$ cat config.mk
export PLATFORM = sky130hd
export DESIGN_NAME = nn_cfg_loader_flat
export DESIGN_NICKNAME = d
export VERILOG_FILES = /design/src/rtl/nn_cfg_if.sv /design/src/rtl/nn_cfg_loader.sv /design/src/flat_wrapper.sv
export SDC_FILE = /design/constraint.sdc
export NUM_CORES = 1
export LEC_CHECK = 0
export CAP_MARGIN = 15
export CORE_ASPECT_RATIO = 0.8
export CORE_MARGIN = 2
export CORE_UTILIZATION = 39
export CTS_BUF_LIST = sky130_fd_sc_hd__clkbuf_4
export DETAILED_ROUTE_END_ITERATION = 7
export PLACE_DENSITY = 0.69
export SYNTH_ARGS = -nofsm -noshare
export SYNTH_HDL_FRONTEND = slang
export SYNTH_SLANG_ARGS = --single-unit
export TNS_END_PERCENT = 30
$ cat constraint.sdc
create_clock -name clk -period 2.61 [get_ports clk]
set_clock_uncertainty 0.1 [all_clocks]
set_input_delay 0.6525 -clock clk [delete_from_list [all_inputs] [get_ports clk]]
set_output_delay 0.6525 -clock clk [all_outputs]
set_load 0.01 [all_outputs]
$ cat src/rtl/nn_cfg_if.sv
// Configuration stream and broadcast weight/bias load bus of nn_cfg_loader.
// A word transfers on a cycle with cfg_valid & cfg_ready; cfg_ready never depends on cfg_valid.
interface nn_cfg_if;
  logic [31:0] cfg_data;
  logic        cfg_valid;
  logic        cfg_ready;
  logic        err_clr;
  logic        weightValid;
  logic        biasValid;
  logic [31:0] weightValue;
  logic [31:0] biasValue;
  logic [31:0] config_layer_num;
  logic [31:0] config_neuron_num;
  logic        busy;
  logic        pkt_done;
  logic        err;

  modport master (
    output cfg_data, cfg_valid, err_clr,
    input  cfg_ready, weightValid, biasValid, weightValue, biasValue,
    input  config_layer_num, config_neuron_num, busy, pkt_done, err
  );

  modport slave (
    input  cfg_data, cfg_valid, err_clr,
    output cfg_ready, weightValid, biasValid, weightValue, biasValue,
    output config_layer_num, config_neuron_num, busy, pkt_done, err
  );
endinterface

$ cat src/rtl/nn_cfg_loader.sv
// Packetised config-stream sequencer: decodes header+payload and strobes
// weights/biases onto the broadcast neuron load bus.
module nn_cfg_loader #(
  parameter int maxCount = 784
) (
  input  logic       clk,
  input  logic       rst,
  nn_cfg_if.slave    bus,
  output logic [1:0] dbg_state_o
);
  localparam int          CW      = $clog2(maxCount + 1);
  localparam logic [15:0] MAX_CNT = 16'(maxCount);

  typedef enum logic [1:0] {
    S_IDLE = 2'd0,
    S_DATA = 2'd1,
    S_ERR  = 2'd2
  } state_t;

  state_t         state_q, state_d;
  logic [CW-1:0]  rem_q, rem_d;
  logic           is_bias_q, is_bias_d;
  logic [5:0]     layer_q, layer_d;
  logic [7:0]     neuron_q, neuron_d;
  logic [31:0]    wval_q, wval_d;
  logic [31:0]    bval_q, bval_d;
  logic           wv_q, wv_d;
  logic           bv_q, bv_d;
  logic           done_q, done_d;

  logic           beat;
  logic [1:0]     hdr_type;
  logic [15:0]    hdr_cnt;
  logic           hdr_legal;

  assign hdr_type = bus.cfg_data[31:30];
  assign hdr_cnt  = bus.cfg_data[15:0];
  assign beat     = bus.cfg_valid & bus.cfg_ready;

  // Bias packets carry exactly one word; weight packets 1..maxCount.
  assign hdr_legal = ((hdr_type == 2'b01) || (hdr_type == 2'b10)) &&
                     (hdr_cnt != 16'd0) && (hdr_cnt <= MAX_CNT) &&
                     !((hdr_type == 2'b10) && (hdr_cnt != 16'd1));

  always_comb begin
    state_d   = state_q;
    rem_d     = rem_q;
    is_bias_d = is_bias_q;
    layer_d   = layer_q;
    neuron_d  = neuron_q;
    wval_d    = wval_q;
    bval_d    = bval_q;
    wv_d      = 1'b0;
    bv_d      = 1'b0;
    done_d    = 1'b0;
    case (state_q)
      S_IDLE: begin
        if (beat) begin
          if (hdr_legal) begin
            state_d   = S_DATA;
            is_bias_d = (hdr_type == 2'b10);
            layer_d   = bus.cfg_data[29:24];
            neuron_d  = bus.cfg_data[23:16];
            rem_d     = hdr_cnt[CW-1:0];
          end else begin
            state_d = S_ERR;
          end
        end
      end
      S_DATA: begin
        if (beat) begin
          if (is_bias_q) begin
            bval_d = bus.cfg_data;
            bv_d   = 1'b1;
          end else begin
            wval_d = bus.cfg_data;
            wv_d   = 1'b1;
          end
          rem_d = rem_q - CW'(1);
          if (rem_q == CW'(1)) begin
            state_d = S_IDLE;
            done_d  = 1'b1;
          end
        end
      end
      S_ERR: begin
        if (bus.err_clr) state_d = S_IDLE;
      end
      default: state_d = S_IDLE;
    endcase
  end

  always_ff @(posedge clk or negedge rst) begin
    if (!rst) begin
      state_q   <= S_IDLE;
      rem_q     <= '0;
      is_bias_q <= 1'b0;
      layer_q   <= '0;
      neuron_q  <= '0;
      wval_q    <= '0;
      bval_q    <= '0;
      wv_q      <= 1'b0;
      bv_q      <= 1'b0;
      done_q    <= 1'b0;
    end else begin
      state_q   <= state_d;
      rem_q     <= rem_d;
      is_bias_q <= is_bias_d;
      layer_q   <= layer_d;
      neuron_q  <= neuron_d;
      wval_q    <= wval_d;
      bval_q    <= bval_d;
      wv_q      <= wv_d;
      bv_q      <= bv_d;
      done_q    <= done_d;
    end
  end

  assign bus.cfg_ready         = (state_q != S_ERR);
  assign bus.busy              = (state_q == S_DATA);
  assign bus.err               = (state_q == S_ERR);
  assign bus.weightValid       = wv_q;
  assign bus.biasValid         = bv_q;
  assign bus.weightValue       = wval_q;
  assign bus.biasValue         = bval_q;
  assign bus.pkt_done          = done_q;
  assign bus.config_layer_num  = {26'd0, layer_q};
  assign bus.config_neuron_num = {24'd0, neuron_q};
  assign dbg_state_o           = state_q;
endmodule

$ cat src/flat_wrapper.sv
// flat-port wrapper written by rule: the top's interface ports become plain ports
module nn_cfg_loader_flat 
#(
  parameter int maxCount = 784
)
  (clk, rst, dbg_state_o, bus_cfg_data, bus_cfg_valid, bus_err_clr, bus_cfg_ready, bus_weightValid, bus_biasValid, bus_weightValue, bus_biasValue, bus_config_layer_num, bus_config_neuron_num, bus_busy, bus_pkt_done, bus_err);
  nn_cfg_if bus_i ();
  input  logic clk;
  input  logic rst;
  output logic [1:0] dbg_state_o;
  input wire logic [$bits(bus_i.cfg_data)-1:0] bus_cfg_data;
  input wire logic [$bits(bus_i.cfg_valid)-1:0] bus_cfg_valid;
  input wire logic [$bits(bus_i.err_clr)-1:0] bus_err_clr;
  output wire logic [$bits(bus_i.cfg_ready)-1:0] bus_cfg_ready;
  output wire logic [$bits(bus_i.weightValid)-1:0] bus_weightValid;
  output wire logic [$bits(bus_i.biasValid)-1:0] bus_biasValid;
  output wire logic [$bits(bus_i.weightValue)-1:0] bus_weightValue;
  output wire logic [$bits(bus_i.biasValue)-1:0] bus_biasValue;
  output wire logic [$bits(bus_i.config_layer_num)-1:0] bus_config_layer_num;
  output wire logic [$bits(bus_i.config_neuron_num)-1:0] bus_config_neuron_num;
  output wire logic [$bits(bus_i.busy)-1:0] bus_busy;
  output wire logic [$bits(bus_i.pkt_done)-1:0] bus_pkt_done;
  output wire logic [$bits(bus_i.err)-1:0] bus_err;
  assign bus_i.cfg_data = bus_cfg_data;
  assign bus_i.cfg_valid = bus_cfg_valid;
  assign bus_i.err_clr = bus_err_clr;
  assign bus_cfg_ready = bus_i.cfg_ready;
  assign bus_weightValid = bus_i.weightValid;
  assign bus_biasValid = bus_i.biasValid;
  assign bus_weightValue = bus_i.weightValue;
  assign bus_biasValue = bus_i.biasValue;
  assign bus_config_layer_num = bus_i.config_layer_num;
  assign bus_config_neuron_num = bus_i.config_neuron_num;
  assign bus_busy = bus_i.busy;
  assign bus_pkt_done = bus_i.pkt_done;
  assign bus_err = bus_i.err;
  nn_cfg_loader #(.maxCount(maxCount)) u_core (.clk(clk), .rst(rst), .bus(bus_i), .dbg_state_o(dbg_state_o));
endmodule
==> metrics.md <==
| Metric | Value |
|---|---|
| CTS tree | `yes` |
| Slew Viols, Final | `0` |
| RePlAce Congestion | `0.908` |
| Ys async rst share | `100%` |
| Most numerous cell in the Yosys netlist | `dfrtp_1` |
| DR vias/cell | `approximately 5` |
| Flops & latches, synth | `94` |
| Worst hold path type | `primary input to asynchronous set/reset pin` |
| Count of cell types in the netlist | `between 40 and 50` |
| Top-area cell type share of the netlist area | `between 50% and 60%` |
| # resized after CTS | `0` |
| DR pass1 iterations | `4` |
| Reg-to-Reg Start | `u_core.rem_q[0]` |
| Data required, critical path | `1.86 ns` |
| Die W | `between 100 and 150 µm` |
| Worst Reg2Reg Path Length in Cells | `7` |
| Remaining DRCs | `0` |
| Core ar. | `around 11000 µm²` |
| Tot Pwr | `3.11 mW` |
| Sinks on Clock Net | `between 90 and 100` |
| CTS Root Cell | `clkbuf_4` |
| First-pass GRT wire length | `16.7 mm` |
| Gr ovfl total | `0` |
| Synth top cells by count | `dfrtp_1 (94), mux2_2 (71), buf_4 (51)` |
| Clock Latency Late Sink | `approximately 0.45 ns` |
| Hold_buf cts | `0` |
| Final Hold Fails | `0` |
| MaxCap Viol Count | `0` |
| Min Tclk post-route | `2.51 ns` |
| Worst-path fanout max | `5` |
| Inserted Clock Buffers | `9` |
| Nature of the critical path endpoint | `output port` |
| RSZ-0062 raised after global routing | `false` |
| Power Density | `around 520 nW/µm²` |
| I/O pin cnt | `around 170` |
| Cell taking the most area after synthesis | `dfrtp_1` |
| Syn Std Cell Area | `about 4400 µm²` |
| Yosys warns | `0` |
| DP HPWL | `slightly below 8 mm` |
| Overall Global Routing Usage | `about 18%` |
| Lkg Pwr | `2.82 nW` |
| Vias in the first global route | `between 3000 and 4000` |
| Syn Inst Count | `340` |
| Worst Setup Path Type | `flop to output port` |
| Min Hold Slack | `0.0410 ns` |
| Period utilization | `between 90% and 100%` |
| Detail Route Antenna Nets | `0` |
| Achievable clock frequency | `approximately 400 MHz` |
| Die ar. | `about 12000 µm²` |
| WL/cell | `16.6 µm` |
| Area contributors post-synth | `dfrtp_1 (54%), mux2_2 (18%), buf_4 (8.8%), mux2_4 (2.8%), o21ai_0 (1.3%)` |
| Post-synth EDFFs | `0` |
| RR Endpoint | `u_core.rem_q[6]` |
| Via Count | `slightly above 3000` |
| Clk pin slew, worst setup/hold paths | `0.15 ns` |
| Largest net degree at the start of global routing | `41` |
| Startpoint types | `flop` |
| Routed WL | `~11 mm` |
| Diode count | `0` |
| Primary FF master, synth | `dfrtp_1` |
| Max-slew headroom at the worst pin | `61.2%` |
| VDD IR-drop max | `around 0.36 mV` |
| Layout area overhead | `35.9%` |
| Worst R2R Setup Slack | `0.30 ns` |
| Starting Density | `about two fifths` |
| Port Buf Inserts | `between 100 and 150` |
| WP data arrival | `around 1.8 ns` |
| Bufs on Longest Clock Path | `2` |
| Initial antenna violation count | `0` |
| H-tree depth | `3` |
| Status | `finished clean` |
| Sequential share of the synthesized area | `approximately 54%` |
| First DRT Iteration DRCs | `about 150` |
| Fillers | `roughly 950` |
| Post-CTS setup buffers | `0` |
| Post-layout nets | `~530` |
| Share of cells above drive strength 1 | `a little over a quarter` |
| Setup violators final | `0` |
| Syn_area_per_cell | `between 10 and 15 µm²` |
| Die height | `slightly below 100 µm` |
| FP Rows | `34` |
| Worst slew pin tran | `between 0.5 and 0.6 ns` |
==> critical path: stages (launching register included) <==
cell	delay [ns]
dfrtp_2	0.47
nand2b_1	0.18
inv_2	0.12
clkdlybuf4s50_1	0.55
==> how the worst max path moves through the flow <==
stage / from / endpoint
global route: u_core.dbg_state_o[1] / bus_busy
floorplan: bus_cfg_data[7] / u_core.is_bias_q
CTS: u_core.dbg_state_o[1] / bus_busy
global placement: bus_cfg_data[30] / u_core.neuron_q[5]
finish: u_core.dbg_state_o[1] / bus_busy
detailed placement: bus_cfg_data[7] / u_core.rem_q[6]
==> cells in the final DEF (no fill, tap or decap), types with 5 or more instances in the layout <==
cell             Yosys  layout
o21ai_0             11      11
clkdlybuf4s50_1      0     120
mux2_4               8       8
a21oi_1              9       9
nand2_1              7       7
mux2_2              71      71
dfrtp_1             94      93
a31oi_1              8       8
nor2_1              12      11
buf_4               51      26
clkbuf_4             0       9
nor3_1               6       5
conb_1               1      50
inv_1                6       5
==> layer usage <==
metal	routed length [µm]	GRT usage [%]
met1	4590	23.9
met2	4700	26.9
met3	1160	9.26
met4	110	4.07
met5	0	0
==> state kept, by name, indices dropped and copies added, names as in the netlist <==
name and cells:
u_core.bus.weightValid 1, u_core.layer_q 6, u_core.bus.biasValid 1, u_core.neuron_q 8, u_core.bus.pkt_done 1, u_core.dbg_state_o 2
u_core.rem_q 10, u_core.is_bias_q 1, u_core.bus.weightValue 32, u_core.bus.biasValue 32
==> where the power goes <==
group | internal (mW) | leakage [nW] | switching (mW) | total (mW)
logic | 0.312 | 1.46 | 0.276 | 0.588
clock network | 0.393 | 0.0878 | 0.502 | 0.895
registers | 1.56 | 1.27 | 0.0662 | 1.62
total | 2.26 | 2.82 | 0.844 | 3.11
==> stage by stage <==
step | util (%) | setup TNS, ns | setup slack, ns | cell area (µm²) | cells
2_1_floorplan | - | 0 | 0.0710 | 4550 | 389
3_3_place_gp | 52.9 | -8.77 | -0.359 | 5760 | 621
3_5_place_dp | 52.9 | -8.25 | -0.366 | 5760 | 621
4_1_cts | 54.4 | 0 | 0.00658 | 5920 | 637
5_1_grt | 54.4 | 0 | 0.00985 | 5920 | 637
6_report | 54.4 | 0 | 0.103 | 5920 | 637
==> layout make-up <==
class | count | area [µm²] | share of cell area (%)
flip-flops and latches | 94 | 2350 | 39.7
multi-input cells | 228 | 1750 | 29.5
repair buffers | 149 | 1460 | 24.6
well taps | 144 | 180 | 3.04
clock inverters | 7 | 97.6 | 1.65
clock buffers | 9 | 67.6 | 1.14
inverters | 6 | 22.5 | 0.380
==> cells by family (layout without fill, tap and decap cells) <==
family,Yosys count,count (layout),synth area share (%)
flip-flops,94,94,53.9
multiplexers,81,81,21.6
buffers and inverters,67,171,10.5
AND/OR/NAND/NOR,48,48,6.03
AO/OA/AOI/OAI,46,46,6.94
adder cells (fa/ha/maj),3,3,0.861
other,1,50,0.0860
Power figures use the tool's default switching activity.
